==> src/rtl/reg4_ctrl_pkg.sv <==
// Shared types and default sizing for the 4-byte register bank load sequencer.
package reg4_ctrl_pkg;

  typedef enum logic [1:0] {
    S_CLEAR = 2'd0,
    S_LOAD  = 2'd1,
    S_FULL  = 2'd2
  } state_t;

  localparam int NBYTES_DEF = 4;
  localparam int DW_DEF     = 8;
  localparam int AW_DEF     = 8;

endpackage

==> src/rtl/reg4_load_ctrl_byte_counter.sv <==
// Byte position counter: counts accepted bytes 0..NBYTES, flags the last slot.
module byte_counter #(
  parameter  int NBYTES = 4,
  localparam int CW     = $clog2(NBYTES) + 1
) (
  input  logic          clk_i,
  input  logic          rst_ni,
  input  logic          clr_i,
  input  logic          inc_i,
  output logic [CW-1:0] cnt_o,
  output logic          tc_o
);

  logic [CW-1:0] cnt_q;
  logic [CW-1:0] cnt_d;

  // Holds at NBYTES once full; the word only restarts through clr_i.
  always_comb begin
    cnt_d = cnt_q;
    if (clr_i) begin
      cnt_d = {CW{1'b0}};
    end else if (inc_i && (cnt_q != CW'(NBYTES))) begin
      cnt_d = cnt_q + {{(CW-1){1'b0}}, 1'b1};
    end else begin
      cnt_d = cnt_q;
    end
  end

  always_ff @(posedge clk_i or negedge rst_ni) begin
    if (!rst_ni) begin
      cnt_q <= {CW{1'b0}};
    end else begin
      cnt_q <= cnt_d;
    end
  end

  assign cnt_o = cnt_q;
  assign tc_o  = (cnt_q == CW'(NBYTES - 1));

endmodule

==> src/rtl/reg4_load_ctrl.sv <==
// Sequences a byte stream into the register bank, then offers the packed word downstream.
module reg4_load_ctrl
  import reg4_ctrl_pkg::*;
#(
  parameter  int NBYTES = NBYTES_DEF,
  parameter  int DW     = DW_DEF,
  parameter  int AW     = AW_DEF,
  localparam int CW     = $clog2(NBYTES) + 1
) (
  input  logic          clk,
  input  logic          rst,
  input  logic          flush,
  input  logic          in_valid,
  input  logic [DW-1:0] in_data,
  output logic          in_ready,
  output logic          word_valid,
  input  logic          word_ready,
  output logic          reg_en,
  output logic [AW-1:0] reg_addr,
  output logic [DW-1:0] reg_wdata,
  output logic          reg_rst,
  output logic [CW-1:0] byte_cnt
);

  state_t state_q;
  state_t state_d;
  logic   hs;
  logic   last_slot;
  logic   cnt_clr;

  assign in_ready   = (state_q == S_LOAD) & ~flush;
  assign hs         = in_ready & in_valid;
  assign word_valid = (state_q == S_FULL);
  assign reg_rst    = (state_q == S_CLEAR);
  assign reg_en     = hs;
  assign reg_addr   = hs ? AW'(byte_cnt) : {AW{1'b0}};
  assign reg_wdata  = hs ? in_data : {DW{1'b0}};

  // Counter reads 0 throughout any clear cycle, including the one entered via flush or consume.
  assign cnt_clr = reg_rst | flush | (word_valid & word_ready);

  byte_counter #(.NBYTES(NBYTES)) u_byte_counter (
    .clk_i  (clk),
    .rst_ni (rst),
    .clr_i  (cnt_clr),
    .inc_i  (hs),
    .cnt_o  (byte_cnt),
    .tc_o   (last_slot)
  );

  always_comb begin
    state_d = state_q;
    case (state_q)
      S_CLEAR: begin
        if (flush) state_d = S_CLEAR;
        else       state_d = S_LOAD;
      end
      S_LOAD: begin
        if (flush)                  state_d = S_CLEAR;
        else if (hs && last_slot)   state_d = S_FULL;
        else                        state_d = S_LOAD;
      end
      S_FULL: begin
        if (flush || word_ready) state_d = S_CLEAR;
        else                     state_d = S_FULL;
      end
      default: state_d = S_CLEAR;
    endcase
  end

  always_ff @(posedge clk or negedge rst) begin
    if (!rst) begin
      state_q <= S_CLEAR;
    end else begin
      state_q <= state_d;
    end
  end

endmodule

==> config.mk <==
export PLATFORM = sky130hd
export DESIGN_NAME = reg4_load_ctrl
export DESIGN_NICKNAME = d
export VERILOG_FILES = /design/src/rtl/reg4_ctrl_pkg.sv /design/src/rtl/reg4_load_ctrl_byte_counter.sv /design/src/rtl/reg4_load_ctrl.sv
export SDC_FILE = /design/constraint.sdc
export NUM_CORES = 1
export LEC_CHECK = 0
export CORE_MARGIN = 3
export CORE_UTILIZATION = 28
export CTS_BUF_LIST = sky130_fd_sc_hd__clkbuf_4 sky130_fd_sc_hd__clkbuf_8
export DETAILED_ROUTE_END_ITERATION = 6
export GPL_TIMING_DRIVEN = 0
export MAX_ROUTING_LAYER = met4
export PLACE_DENSITY = 0.75
export SYNTH_ARGS = -nofsm -noshare
export SYNTH_HDL_FRONTEND = slang
export SYNTH_SLANG_ARGS = --single-unit
==> constraint.sdc <==
create_clock -name clk -period 1.7 [get_ports clk]
set_clock_uncertainty 0.05 [all_clocks]
set_input_delay 0.51 -clock clk [delete_from_list [all_inputs] [get_ports clk]]
set_output_delay 0.51 -clock clk [all_outputs]
set_load 0.05 [all_outputs]
==> results_dict.tcl <==
set metrics [dict create \
    status "complete, but fails checks" \
    violations "setup timing" \
    drv_slew 0 \
    yosys_warnings 0 \
    io_buffer_count 30 \
    gp_congestion 0.8320 \
    power_uw 430.6 \
    regArea_um2 127.6 \
    post-route-util_pct 69.23 \
    multi_input_area_um2 277.8 \
    final_net_count 113 \
    synthesis.area_um2 415.4 \
    hold_violations 0 \
    globalRouteOverflowTotal 0 \
    finalNonFillerCells 111 \
    numCtsBuffers 3 \
    r2r_start "state_q[1]" \
    ys_seq_area_share_pct 30.12 \
    antenna_found_initial 0 \
    clock_sinks 5 \
    antenna_cells 0 \
    die_y_um 44.52 \
    drtPass1Iterations 1 \
    fin_crit_sh_pct 113.0 \
    criticalPathCategory "in2out" \
    syn2layout_area_growth_pct 125.0 \
    setup_violations 14 \
    crit_required_ns 1.14 \
    place_inst 100 \
    drt-met1-wl_um 463 \
    dieArea_um2 1982 \
    clkTransAtPathRegs_ns 0.04 \
    dp_slack_ns -1.427 \
    die_w_um 44.52 \
    cts_max_path_buffers 2 \
    hpwl_um 886 \
    met3_length_um 177 \
    cts_tree "yes" \
    synth-seq-cells 5 \
    powerDensity_nw_per_um2 460.7 \
    synthTopCellsByArea "dfrtp_1 (30%), and2_1 (14%), buf_4 (9.0%), ha_1 (9.0%), a211oi_1 (5.4%)" \
    insertion_delay_ns 0.24 \
    rows 13 \
    yosysTopAreaCell "dfrtp_1" \
    wire_per_inst_um 11.43 \
    hold_class "in2async" \
    end_kind "output pin" \
    setup_ws_ns -0.2206 \
    vias_per_cell 4.532 \
    grt_pass1_vias 440 \
    ant_nets 0 \
    cts-root-buf "clkbuf_4" \
    io_pins 36 \
    vdd_drop_max_v 0.0003309 \
    critPathLaunchType "input port" \
    htreeDepth 1 \
    fmax_mhz 520.7 \
    nFillCells 113 \
    highest-signal-layer "met4" \
    start_util_pct 30.77 \
    core_area_um2 1350 \
    drc_errors 0 \
    grt_max_degree 8 \
    drive_gt1_share_pct 55.21 \
    worstPathArrival_ns 1.36 \
    setup_tns_ns -2.483 \
    reg2reg_depth 5 \
    rsz0062_at_grt "true" \
    syn_area_per_cell_um2 8.145 \
    crit_fanout 7 \
    max_cap_violations 0 \
    crit_start "flush" \
    ff2ff_setup_slack_ns 0.10 \
    drt_iter0_drc 0 \
    yosysTopAreaCellShare_pct 30.12 \
    drt_wl_total_um 1269 \
    wl_met2_um 593 \
    leakagePower_nw 0.4369 \
    vias 503 \
    grt_pass1_wl_um 1828 \
    finalCriticalPeriod_ns 1.921 \
    track_usage_pct 12.84 \
    synth.distinct_cells 21 \
    netlist_instances 51 \
    cts_hold_buf 0 \
]
==> through the flow <==
step                      instance area, um2  hold slack [ns]
after floorplan                        495.5           0.1644
after global placement                 814.5           0.5069
after detailed placement               814.5           0.5095
after CTS                              889.6           0.4241
after global routing                   934.6           0.4308
final                                  934.6           0.4298
==> critical path, cell delays in order <==
cell,delay [ns]
buf_4,0.14
nand4bb_1,0.20
buf_6,0.17
inv_8,0.06
and2_4,0.14
buf_8,0.14
==> cells in the mapped netlist <==
master,count
a211oi_1,3
a21oi_1,2
and2_1,9
buf_2,1
buf_4,5
clkbuf_1,1
conb_1,1
dfrtp_1,5
ha_1,3
inv_1,5
nand2_1,1
nand2b_1,1
nand3b_1,1
nand4b_1,1
nand4bb_1,1
nor2_1,5
nor2b_1,1
nor3b_1,1
o21ai_0,2
o32ai_1,1
or3_1,1
==> sequential cells by signal, summed over array words and instances (netlist names) <==
| signal | cells |
|---|---|
| state_q | 2 |
| u_byte_counter.cnt_o | 3 |
==> path summary, 6_finish.rpt <==
path | endpoint
worst min-delay path | u_byte_counter.cnt_o[2]
max in group asynchronous | u_byte_counter.cnt_o[0]
worst min register to register | u_byte_counter.cnt_o[1]
min in group clk | u_byte_counter.cnt_o[0]
worst max register to register | u_byte_counter.cnt_o[0]
worst max-delay path | reg_wdata[0]
==> cell families after synthesis <==
kind of cell               Yosys count  share of synthesized area, %
and+or+nand+nor                     22                         31.93
buffers and inverters               12                         15.66
AOI/OAI and AO/OA                    8                         12.35
DFF                                  5                         30.12
adders and majority gates            3                         9.037
other                                1                        0.9027
==> placed cells by master (no fill, tap or decap), types with 2 or more instances in the layout <==
master	synthesis	routed
ha_1	3	3
dfrtp_1	5	3
and2_4	0	8
nor2_1	5	2
buf_4	5	14
o21ai_0	2	2
inv_1	5	4
clkdlybuf4s15_2	0	2
nor2_2	0	3
a21oi_1	2	2
buf_6	0	6
conb_1	1	5
clkbuf_4	0	4
dfrtp_2	0	2
clkdlybuf4s50_1	0	10
a211oi_1	3	2
buf_8	0	9
==> report_power, final <==
part	internal (mW)	switching (mW)
sequential	0.121	0.00242
clock	0.104	0.0462
combinational	0.0694	0.0868
==> final cells by class <==
cell class / count / area share (%)
inverters: 5 / 2.811
multi-input cells: 38 / 29.72
plain buffers: 6 / 5.221
repair buffers: 37 / 42.44
flip-flops and latches: 5 / 13.65
clock buffers: 4 / 3.213
repair inverters: 1 / 0.9371
well taps: 15 / 2.008
==> what timing repair did <==
item / 4_1_cts / 5_1_grt
setup endpoints to repair: 20 / 16
resized for setup: 123 / 14
pin swaps: 1 / 0
setup buffers: 4 / 3
gates cloned: 1 / 0
==> routing by layer <==
metal	up-vias	global-route usage, %
met4	0	9.036
met1	220	14.25
met5	-	-
li1	249	-
met3	4	3.659
met2	30	19.48
(Power assumes the default switching activity.)
